[src/rtl/des_pkg.sv]
`default_nettype none
// ============================================================================
//  Module      : des_pkg
//  Description : Shared DES key-schedule constants and types. PC-1/PC-2 are
//                stored as 0-based bit indices into FIPS-ordered vectors
//                (index 0 = MSB). Rotate schedules are indexed by round_idx.
//                Optional macro DES_KS_DIR_SEL_EN (encrypt-order support)
//                uses ENC_ROT.
//  Revision    : 1.0 - initial release
// ============================================================================
package des_pkg;

    typedef logic [0:63] des_key_t;
    typedef logic [0:27] des_half_t;
    typedef logic [0:47] des_subkey_t;

    // PC-1: source bit of key_in for each of the 56 C||D bits.
    localparam logic [5:0] PC1 [56] = '{
        6'd56, 6'd48, 6'd40, 6'd32, 6'd24, 6'd16, 6'd8,
        6'd0,  6'd57, 6'd49, 6'd41, 6'd33, 6'd25, 6'd17,
        6'd9,  6'd1,  6'd58, 6'd50, 6'd42, 6'd34, 6'd26,
        6'd18, 6'd10, 6'd2,  6'd59, 6'd51, 6'd43, 6'd35,
        6'd62, 6'd54, 6'd46, 6'd38, 6'd30, 6'd22, 6'd14,
        6'd6,  6'd61, 6'd53, 6'd45, 6'd37, 6'd29, 6'd21,
        6'd13, 6'd5,  6'd60, 6'd52, 6'd44, 6'd36, 6'd28,
        6'd20, 6'd12, 6'd4,  6'd27, 6'd19, 6'd11, 6'd3
    };

    // PC-2: source bit of C||D for each of the 48 subkey bits.
    localparam logic [5:0] PC2 [48] = '{
        6'd13, 6'd16, 6'd10, 6'd23, 6'd0,  6'd4,
        6'd2,  6'd27, 6'd14, 6'd5,  6'd20, 6'd9,
        6'd22, 6'd18, 6'd11, 6'd3,  6'd25, 6'd7,
        6'd15, 6'd6,  6'd26, 6'd19, 6'd12, 6'd1,
        6'd40, 6'd51, 6'd30, 6'd36, 6'd46, 6'd54,
        6'd29, 6'd39, 6'd50, 6'd44, 6'd32, 6'd47,
        6'd43, 6'd48, 6'd38, 6'd55, 6'd33, 6'd52,
        6'd45, 6'd41, 6'd49, 6'd35, 6'd28, 6'd31
    };

    // Right-rotate applied when leaving round_idx i (decrypt order).
    // Entry 0 is never used: leaving round 0 ends the run.
    localparam logic [1:0] DEC_ROT [16] = '{
        2'd2, 2'd1, 2'd2, 2'd2, 2'd2, 2'd2, 2'd2, 2'd2,
        2'd1, 2'd2, 2'd2, 2'd2, 2'd2, 2'd2, 2'd2, 2'd1
    };

    // Left-rotate that produces round (i+1), i.e. indexed by round_idx.
    localparam logic [1:0] ENC_ROT [16] = '{
        2'd1, 2'd1, 2'd2, 2'd2, 2'd2, 2'd2, 2'd2, 2'd2,
        2'd1, 2'd2, 2'd2, 2'd2, 2'd2, 2'd2, 2'd2, 2'd1
    };

    // Rotations toward bit 0 (left) / away from bit 0 (right); n is 1 or 2.
    function automatic des_half_t rot_left(input des_half_t h, input logic [1:0] n);
        return (n == 2'd1) ? {h[1:27], h[0]} : {h[2:27], h[0:1]};
    endfunction

    function automatic des_half_t rot_right(input des_half_t h, input logic [1:0] n);
        return (n == 2'd1) ? {h[27], h[0:26]} : {h[26:27], h[0:25]};
    endfunction

endpackage
`default_nettype wire

[src/rtl/des_key_sched_dec_if.sv]
`default_nettype none
// ============================================================================
//  Module      : des_key_sched_dec_if
//  Description : Key-load and subkey-stream handshake bundle.
//                master = key producer / subkey consumer, slave = scheduler.
//                Signals: key_in, key_valid, key_ready, subkey_out,
//                subkey_valid, subkey_ready, round_idx, last
//                (+ dir when DES_KS_DIR_SEL_EN is defined).
//  Revision    : 1.0 - initial release
// ============================================================================
interface des_key_sched_dec_if;
    import des_pkg::*;

    des_key_t    key_in;
    logic        key_valid;
    logic        key_ready;
    des_subkey_t subkey_out;
    logic        subkey_valid;
    logic        subkey_ready;
    logic [3:0]  round_idx;
    logic        last;
`ifdef DES_KS_DIR_SEL_EN
    logic        dir;

    modport master (output key_in, key_valid, subkey_ready, dir,
                    input  key_ready, subkey_out, subkey_valid, round_idx, last);
    modport slave  (input  key_in, key_valid, subkey_ready, dir,
                    output key_ready, subkey_out, subkey_valid, round_idx, last);
`else
    modport master (output key_in, key_valid, subkey_ready,
                    input  key_ready, subkey_out, subkey_valid, round_idx, last);
    modport slave  (input  key_in, key_valid, subkey_ready,
                    output key_ready, subkey_out, subkey_valid, round_idx, last);
`endif
endinterface
`default_nettype wire

[src/rtl/des_pc2.sv]
`default_nettype none
// ============================================================================
//  Module      : des_pc2
//  Description : Combinational DES Permuted Choice 2.
//                Ports: c, d (28-bit halves) -> subkey (48-bit), FIPS order.
//  Revision    : 1.0 - initial release
// ============================================================================
module des_pc2
    import des_pkg::*;
(
    input  des_half_t   c,
    input  des_half_t   d,
    output des_subkey_t subkey
);
    logic [0:55] cd;

    always_comb begin
        cd     = {c, d};
        subkey = '0;
        for (int i = 0; i < 48; i++) begin
            subkey[i] = cd[PC2[i]];
        end
    end
endmodule
`default_nettype wire

[src/rtl/des_key_sched_dec.sv]
`default_nettype none
// ============================================================================
//  Module      : des_key_sched_dec
//  Description : Iterative DES key schedule emitting K16..K1 (decrypt order),
//                one subkey per valid/ready handshake.
//                Ports: clk, rst_n (async active-low), bus (slave modport of
//                des_key_sched_dec_if).
//                Macro DES_KS_DIR_SEL_EN adds bus.dir: 1 selects K1..K16.
//  Revision    : 1.0 - initial release
// ============================================================================
module des_key_sched_dec
    import des_pkg::*;
#(
    parameter int NUM_ROUNDS = 16
) (
    input  wire logic          clk,
    input  wire logic          rst_n,
    des_key_sched_dec_if.slave bus
);
    typedef enum logic [0:0] {ST_IDLE = 1'b0, ST_EMIT = 1'b1} state_t;

    state_t      state_q, state_d;
    des_half_t   c_q, c_d, d_q, d_d;
    logic [3:0]  round_idx_q, round_idx_d;
    logic        key_ready_q, key_ready_d;
    logic        subkey_valid_q, subkey_valid_d;
    logic        last_q, last_d;
    logic        dir_q, dir_d;
    logic [0:55] pc1_cd;
    logic [3:0]  final_idx;

    always_comb begin
        pc1_cd = '0;
        for (int i = 0; i < 56; i++) begin
            pc1_cd[i] = bus.key_in[PC1[i]];
        end
    end

    // Encrypt order counts up and ends at 15; decrypt counts down to 0.
    assign final_idx = dir_q ? 4'd15 : 4'd0;

    always_comb begin
        state_d        = state_q;
        c_d            = c_q;
        d_d            = d_q;
        round_idx_d    = round_idx_q;
        key_ready_d    = key_ready_q;
        subkey_valid_d = subkey_valid_q;
        last_d         = last_q;
        dir_d          = dir_q;
        case (state_q)
            ST_IDLE: begin
                if (bus.key_valid) begin
                    // C16/D16 == C0/D0 (total shift 28), so K16 needs no rotate.
                    c_d            = pc1_cd[0:27];
                    d_d            = pc1_cd[28:55];
                    round_idx_d    = 4'd15;
                    dir_d          = 1'b0;
                    state_d        = ST_EMIT;
                    key_ready_d    = 1'b0;
                    subkey_valid_d = 1'b1;
                    last_d         = 1'b0;
`ifdef DES_KS_DIR_SEL_EN
                    dir_d = bus.dir;
                    if (bus.dir) begin
                        c_d         = rot_left(pc1_cd[0:27], ENC_ROT[0]);
                        d_d         = rot_left(pc1_cd[28:55], ENC_ROT[0]);
                        round_idx_d = 4'd0;
                    end
`endif
                end
            end
            ST_EMIT: begin
                if (bus.subkey_ready) begin
                    if (round_idx_q == final_idx) begin
                        state_d        = ST_IDLE;
                        c_d            = '0;
                        d_d            = '0;
                        round_idx_d    = 4'd15;
                        key_ready_d    = 1'b1;
                        subkey_valid_d = 1'b0;
                        last_d         = 1'b0;
                    end else if (dir_q) begin
                        c_d         = rot_left(c_q, ENC_ROT[round_idx_q + 4'd1]);
                        d_d         = rot_left(d_q, ENC_ROT[round_idx_q + 4'd1]);
                        round_idx_d = round_idx_q + 4'd1;
                        last_d      = (round_idx_q == 4'd14);
                    end else begin
                        c_d         = rot_right(c_q, DEC_ROT[round_idx_q]);
                        d_d         = rot_right(d_q, DEC_ROT[round_idx_q]);
                        round_idx_d = round_idx_q - 4'd1;
                        last_d      = (round_idx_q == 4'd1);
                    end
                end
            end
            default: state_d = ST_IDLE;
        endcase
    end

    always_ff @(posedge clk or negedge rst_n) begin
        if (!rst_n) begin
            state_q        <= ST_IDLE;
            c_q            <= '0;
            d_q            <= '0;
            round_idx_q    <= 4'd15;
            key_ready_q    <= 1'b1;
            subkey_valid_q <= 1'b0;
            last_q         <= 1'b0;
            dir_q          <= 1'b0;
        end else begin
            state_q        <= state_d;
            c_q            <= c_d;
            d_q            <= d_d;
            round_idx_q    <= round_idx_d;
            key_ready_q    <= key_ready_d;
            subkey_valid_q <= subkey_valid_d;
            last_q         <= last_d;
            dir_q          <= dir_d;
        end
    end

    des_pc2 u_pc2 (
        .c      (c_q),
        .d      (d_q),
        .subkey (bus.subkey_out)
    );

    assign bus.key_ready    = key_ready_q;
    assign bus.subkey_valid = subkey_valid_q;
    assign bus.round_idx    = round_idx_q;
    assign bus.last         = last_q;

    a_round_in_range: assert property (@(posedge clk) disable iff (!rst_n)
        subkey_valid_q |-> (int'(round_idx_q) < NUM_ROUNDS));

endmodule
`default_nettype wire
[src/flat_wrapper.sv]
// flat-port wrapper written by rule: the top's interface ports become plain ports
module des_key_sched_dec_flat import des_pkg::*;
#(
    parameter int NUM_ROUNDS = 16
)
  (clk, rst_n, bus_key_in, bus_key_valid, bus_subkey_ready, bus_key_ready, bus_subkey_out, bus_subkey_valid, bus_round_idx, bus_last);
  des_key_sched_dec_if bus_i ();
  input  wire logic clk;
  input  wire logic rst_n;
  input wire logic [$bits(bus_i.key_in)-1:0] bus_key_in;
  input wire logic [$bits(bus_i.key_valid)-1:0] bus_key_valid;
  input wire logic [$bits(bus_i.subkey_ready)-1:0] bus_subkey_ready;
  output wire logic [$bits(bus_i.key_ready)-1:0] bus_key_ready;
  output wire logic [$bits(bus_i.subkey_out)-1:0] bus_subkey_out;
  output wire logic [$bits(bus_i.subkey_valid)-1:0] bus_subkey_valid;
  output wire logic [$bits(bus_i.round_idx)-1:0] bus_round_idx;
  output wire logic [$bits(bus_i.last)-1:0] bus_last;
  assign bus_i.key_in = bus_key_in;
  assign bus_i.key_valid = bus_key_valid;
  assign bus_i.subkey_ready = bus_subkey_ready;
  assign bus_key_ready = bus_i.key_ready;
  assign bus_subkey_out = bus_i.subkey_out;
  assign bus_subkey_valid = bus_i.subkey_valid;
  assign bus_round_idx = bus_i.round_idx;
  assign bus_last = bus_i.last;
  des_key_sched_dec #(.NUM_ROUNDS(NUM_ROUNDS)) u_core (.clk(clk), .rst_n(rst_n), .bus(bus_i));
endmodule
[config.mk]
export PLATFORM = sky130hd
export DESIGN_NAME = des_key_sched_dec_flat
export DESIGN_NICKNAME = d
export VERILOG_FILES = /design/src/rtl/des_pkg.sv /design/src/rtl/des_key_sched_dec_if.sv /design/src/rtl/des_pc2.sv /design/src/rtl/des_key_sched_dec.sv /design/src/flat_wrapper.sv
export SDC_FILE = /design/constraint.sdc
export NUM_CORES = 1
export LEC_CHECK = 0
export BUFFER_PORTS_ARGS = -buffer_cell sky130_fd_sc_hd__clkbuf_2
export CORE_UTILIZATION = 45
export CTS_BUF_LIST = sky130_fd_sc_hd__clkbuf_8 sky130_fd_sc_hd__clkbuf_16
export CTS_CLUSTER_SIZE = 25
export DETAILED_ROUTE_END_ITERATION = 8
export MAX_ROUTING_LAYER = met4
export PLACE_DENSITY = 0.81
export SLEW_MARGIN = 30
export SYNTH_ARGS = -nofsm -noshare
export SYNTH_HDL_FRONTEND = slang
export SYNTH_SLANG_ARGS = --single-unit
[constraint.sdc]
create_clock -name clk -period 4.4 [get_ports clk]
set_clock_uncertainty 0.15 [all_clocks]
set_input_delay 0.88 -clock clk [delete_from_list [all_inputs] [get_ports clk]]
set_output_delay 0.88 -clock clk [all_outputs]
set_load 0.03 [all_outputs]
==> results.sh <==
export IMPL_status="finished clean"
export IMPL_worst_pin_slew_ns=0.981
export IMPL_grt_pass1_wl_um=20600
export IMPL_slew_headroom_pct=34.4
export IMPL_slew_violations=0
export IMPL_routed_wl_um=12300
export IMPL_setup_tns_ns=0
export IMPL_post_cts_resized=0
export IMPL_synthArstFlopShare_pct=100
export IMPL_rrSetupSlack_ns=1.59
export IMPL_critPathRequiredTime_ns=4.47
export IMPL_max_freq_mhz=356
export IMPL_p_per_area_nw_per_um2=804
export IMPL_end_kind="register"
export IMPL_netlist_instances=551
export IMPL_rsz0062_at_grt="false"
export IMPL_r2r_cells=6
export IMPL_hold_start="u_core.bus.key_ready"
export IMPL_cts_root_buf="clkbuf_8"
export IMPL_synth_seq_cells=64
export IMPL_vias_per_cell=6.17
export IMPL_drc=0
export IMPL_row_count=37
export IMPL_ios=123
export IMPL_cts_tree="yes"
export IMPL_antenna_found_initial=0
export IMPL_grt_pass1_vias=4260
export IMPL_n_fill_cell=1019
export IMPL_start_util_pct=46.2
export IMPL_ant_nets=0
export IMPL_multi_input_area_um2=2420
export IMPL_fp_coreArea_um2=10300
export IMPL_cts_sinks=64
export IMPL_startpoint_type="register"
export IMPL_dp_cells=698
export IMPL_leakagePower_uw=0.00256
export IMPL_wl_per_cell_um=17.2
export IMPL_dp_final_hpwl_um=7500
export IMPL_worstHoldPathType="register to register"
export IMPL_period_share_pct=63.8
export IMPL_fin_crit_ns=2.81
export IMPL_clk_latency_ns=0.34
export IMPL_nets=647
export IMPL_yosysSeqAreaShare_pct=33.9
export IMPL_fp_dieArea_um2=11000
export IMPL_syn_area_per_cell_um2=8.62
export IMPL_cp_arrival_ns=2.87
export IMPL_ys_warnings_count=0
export IMPL_postCtsSetupRepairBufs=0
export IMPL_die_w_um=105
export IMPL_numPortBuffers=114
export IMPL_overflow=0
export IMPL_synth_edff_count=0
export IMPL_crit_fanout=35
export IMPL_hold_path_end="u_core.bus.key_ready"
export IMPL_vias=4411
export IMPL_synth_area_um2=4750
export IMPL_firstDrtPassIters=7
export IMPL_fp_dieH_um=105
export IMPL_synth_nets=624
export IMPL_hold_path_cell_count=2
export IMPL_finalNonFillerCells=715
export IMPL_maxCapViolCount=0
export IMPL_gp_congestion=0.793
export IMPL_synth_flop_cell="dfrtp_1"
export IMPL_r2r_end="u_core.d_q[2]"
export IMPL_hold_viol=0
export IMPL_cts_htree_levels=3
export IMPL_grt_max_degree=61
export IMPL_clk_pin_slew_worst_paths_ns=0.07
export IMPL_vdd_drop_max_mv=0.418
export IMPL_track_usage_pct=23.5
export IMPL_ys_types=33
export IMPL_seqCellArea_um2=1610
export IMPL_finalSetupViolations=0
export IMPL_path_class="register to register"
export IMPL_area_growth_pct=6.56
export IMPL_antenna_cells=0
export IMPL_r2r_start="u_core.bus.round_idx[0]"
export IMPL_cts_buffers=9
export IMPL_drive_gt1_share_pct=33.5
export IMPL_hold_buffers=0
export IMPL_finalHoldWorstSlack_ns=0.311
export IMPL_drt_iter0_drc=306
export IMPL_cts_buffer_depth=2
[area by class of cell]
| type | count | area share [%] |
|---|---|---|
| Tap cell | 136 | 3.36 |
| Clock buffer | 9 | 2.45 |
| Inverter | 2 | 0.148 |
| Clock inverter | 7 | 1.73 |
| Multi-Input combinational cell | 374 | 47.7 |
| Timing Repair Buffer | 123 | 12.8 |
| Sequential cell | 64 | 31.8 |
[registers in the layout, summed over array words and instances, names as in the netlist]
name	count
u_core.bus.subkey_valid	1
u_core.state_q	1
u_core.c_q	28
u_core.bus.last	1
u_core.bus.key_ready	1
u_core.d_q	28
u_core.bus.round_idx	4
[power breakdown]
part	switching [µW]	internal, µW
Combinational	1370	934
Sequential	329	887
Clock	239	315
Total	1940	2140
[critical path, stage by stage, from the launching register on]
cell and delay [ns]:
dfstp_2 0.61, ha_1 0.19, nand4_1 0.76, buf_4 0.58, nand4_1 0.14, a21o_1 0.17, a21oi_2 0.06
[through the flow]
| stage | utilization (%) | instance area [µm²] | worst slack [ns] | power, µW |
|---|---|---|---|---|
| final | 49.2 | 5060 | 1.59 | 4070 |
| after global routing | 49.2 | 5060 | 1.46 | 4350 |
| after CTS | 49.1 | 5050 | 1.66 | 4080 |
| after detailed placement | 47.0 | 4830 | 1.41 | 3510 |
| after global placement | 46.9 | 4820 | 1.47 | 3440 |
| after floorplan | - | 4750 | 2.27 | 3310 |
[layer usage]
metal | routed length (µm) | share of wire [%] | global-route usage [%] | vias to the layer above
met5 | 0 | 0 | - | -
met4 | 147 | 1.2 | 7.44 | 0
met3 | 728 | 5.9 | 4.62 | 22
met2 | 6100 | 50 | 38.7 | 206
met1 | 5340 | 43 | 28.9 | 2153
li1 | - | - | - | 2030
[synth_stat cells, drive strengths merged (2+ instances only)]
library cell | n | area, µm²
buf | 91 | 661
a21oi | 60 | 450
dfrtp | 59 | 1480
nor2 | 58 | 218
nand4 | 57 | 357
o31ai | 57 | 428
a21o | 56 | 420
o21ai | 56 | 280
clkbuf | 20 | 77.6
nand2 | 8 | 32.5
dfstp | 5 | 131
ha | 5 | 62.6
a31oi | 2 | 12.5
inv | 2 | 7.51
nand3b | 2 | 15.0
nor3 | 2 | 10.0
or3b | 2 | 22.5
[cells by family (layout without fill, tap and decap cells)]
kind of cell    count (synthesis)  count (layout)  share of synthesized area (%)
mux                             1               1                          0.237
buf+inv                       113             141                           15.7
compound gates                232             232                           33.7
flops                          64              64                           33.9
fa+ha+maj                       5               5                           1.32
simple gates                  136             136                           15.2
[worst max path at each step]
stage	cells after the start	endpoint	slack (ns)	startpoint
floorplan	8	u_core.c_q[0]	2.27	u_core.bus.round_idx[0]
detailed placement	6	u_core.c_q[5]	1.41	bus_key_valid
CTS	6	u_core.d_q[8]	1.66	u_core.bus.round_idx[0]
global placement	6	u_core.d_q[23]	1.47	bus_key_valid
global route	6	u_core.c_q[17]	1.46	u_core.bus.round_idx[0]
finish	6	u_core.d_q[2]	1.59	u_core.bus.round_idx[0]
[cells in the final DEF, fill, tap and decap left out, types with 2 or more instances in the layout]
master,count
a21o_1,56
a21oi_1,20
a21oi_2,40
a31oi_1,2
buf_4,9
bufinv_16,2
clkbuf_2,113
clkbuf_8,9
clkinv_2,3
dfrtp_1,59
dfstp_2,5
ha_1,5
inv_1,3
nand2_1,5
nand2_2,2
nand3b_1,2
nand4_1,57
nor2_1,58
nor3_1,2
o21ai_0,52
o21ai_1,4
o31ai_1,57
or3b_4,2
Power figures use the tool's default switching activity.
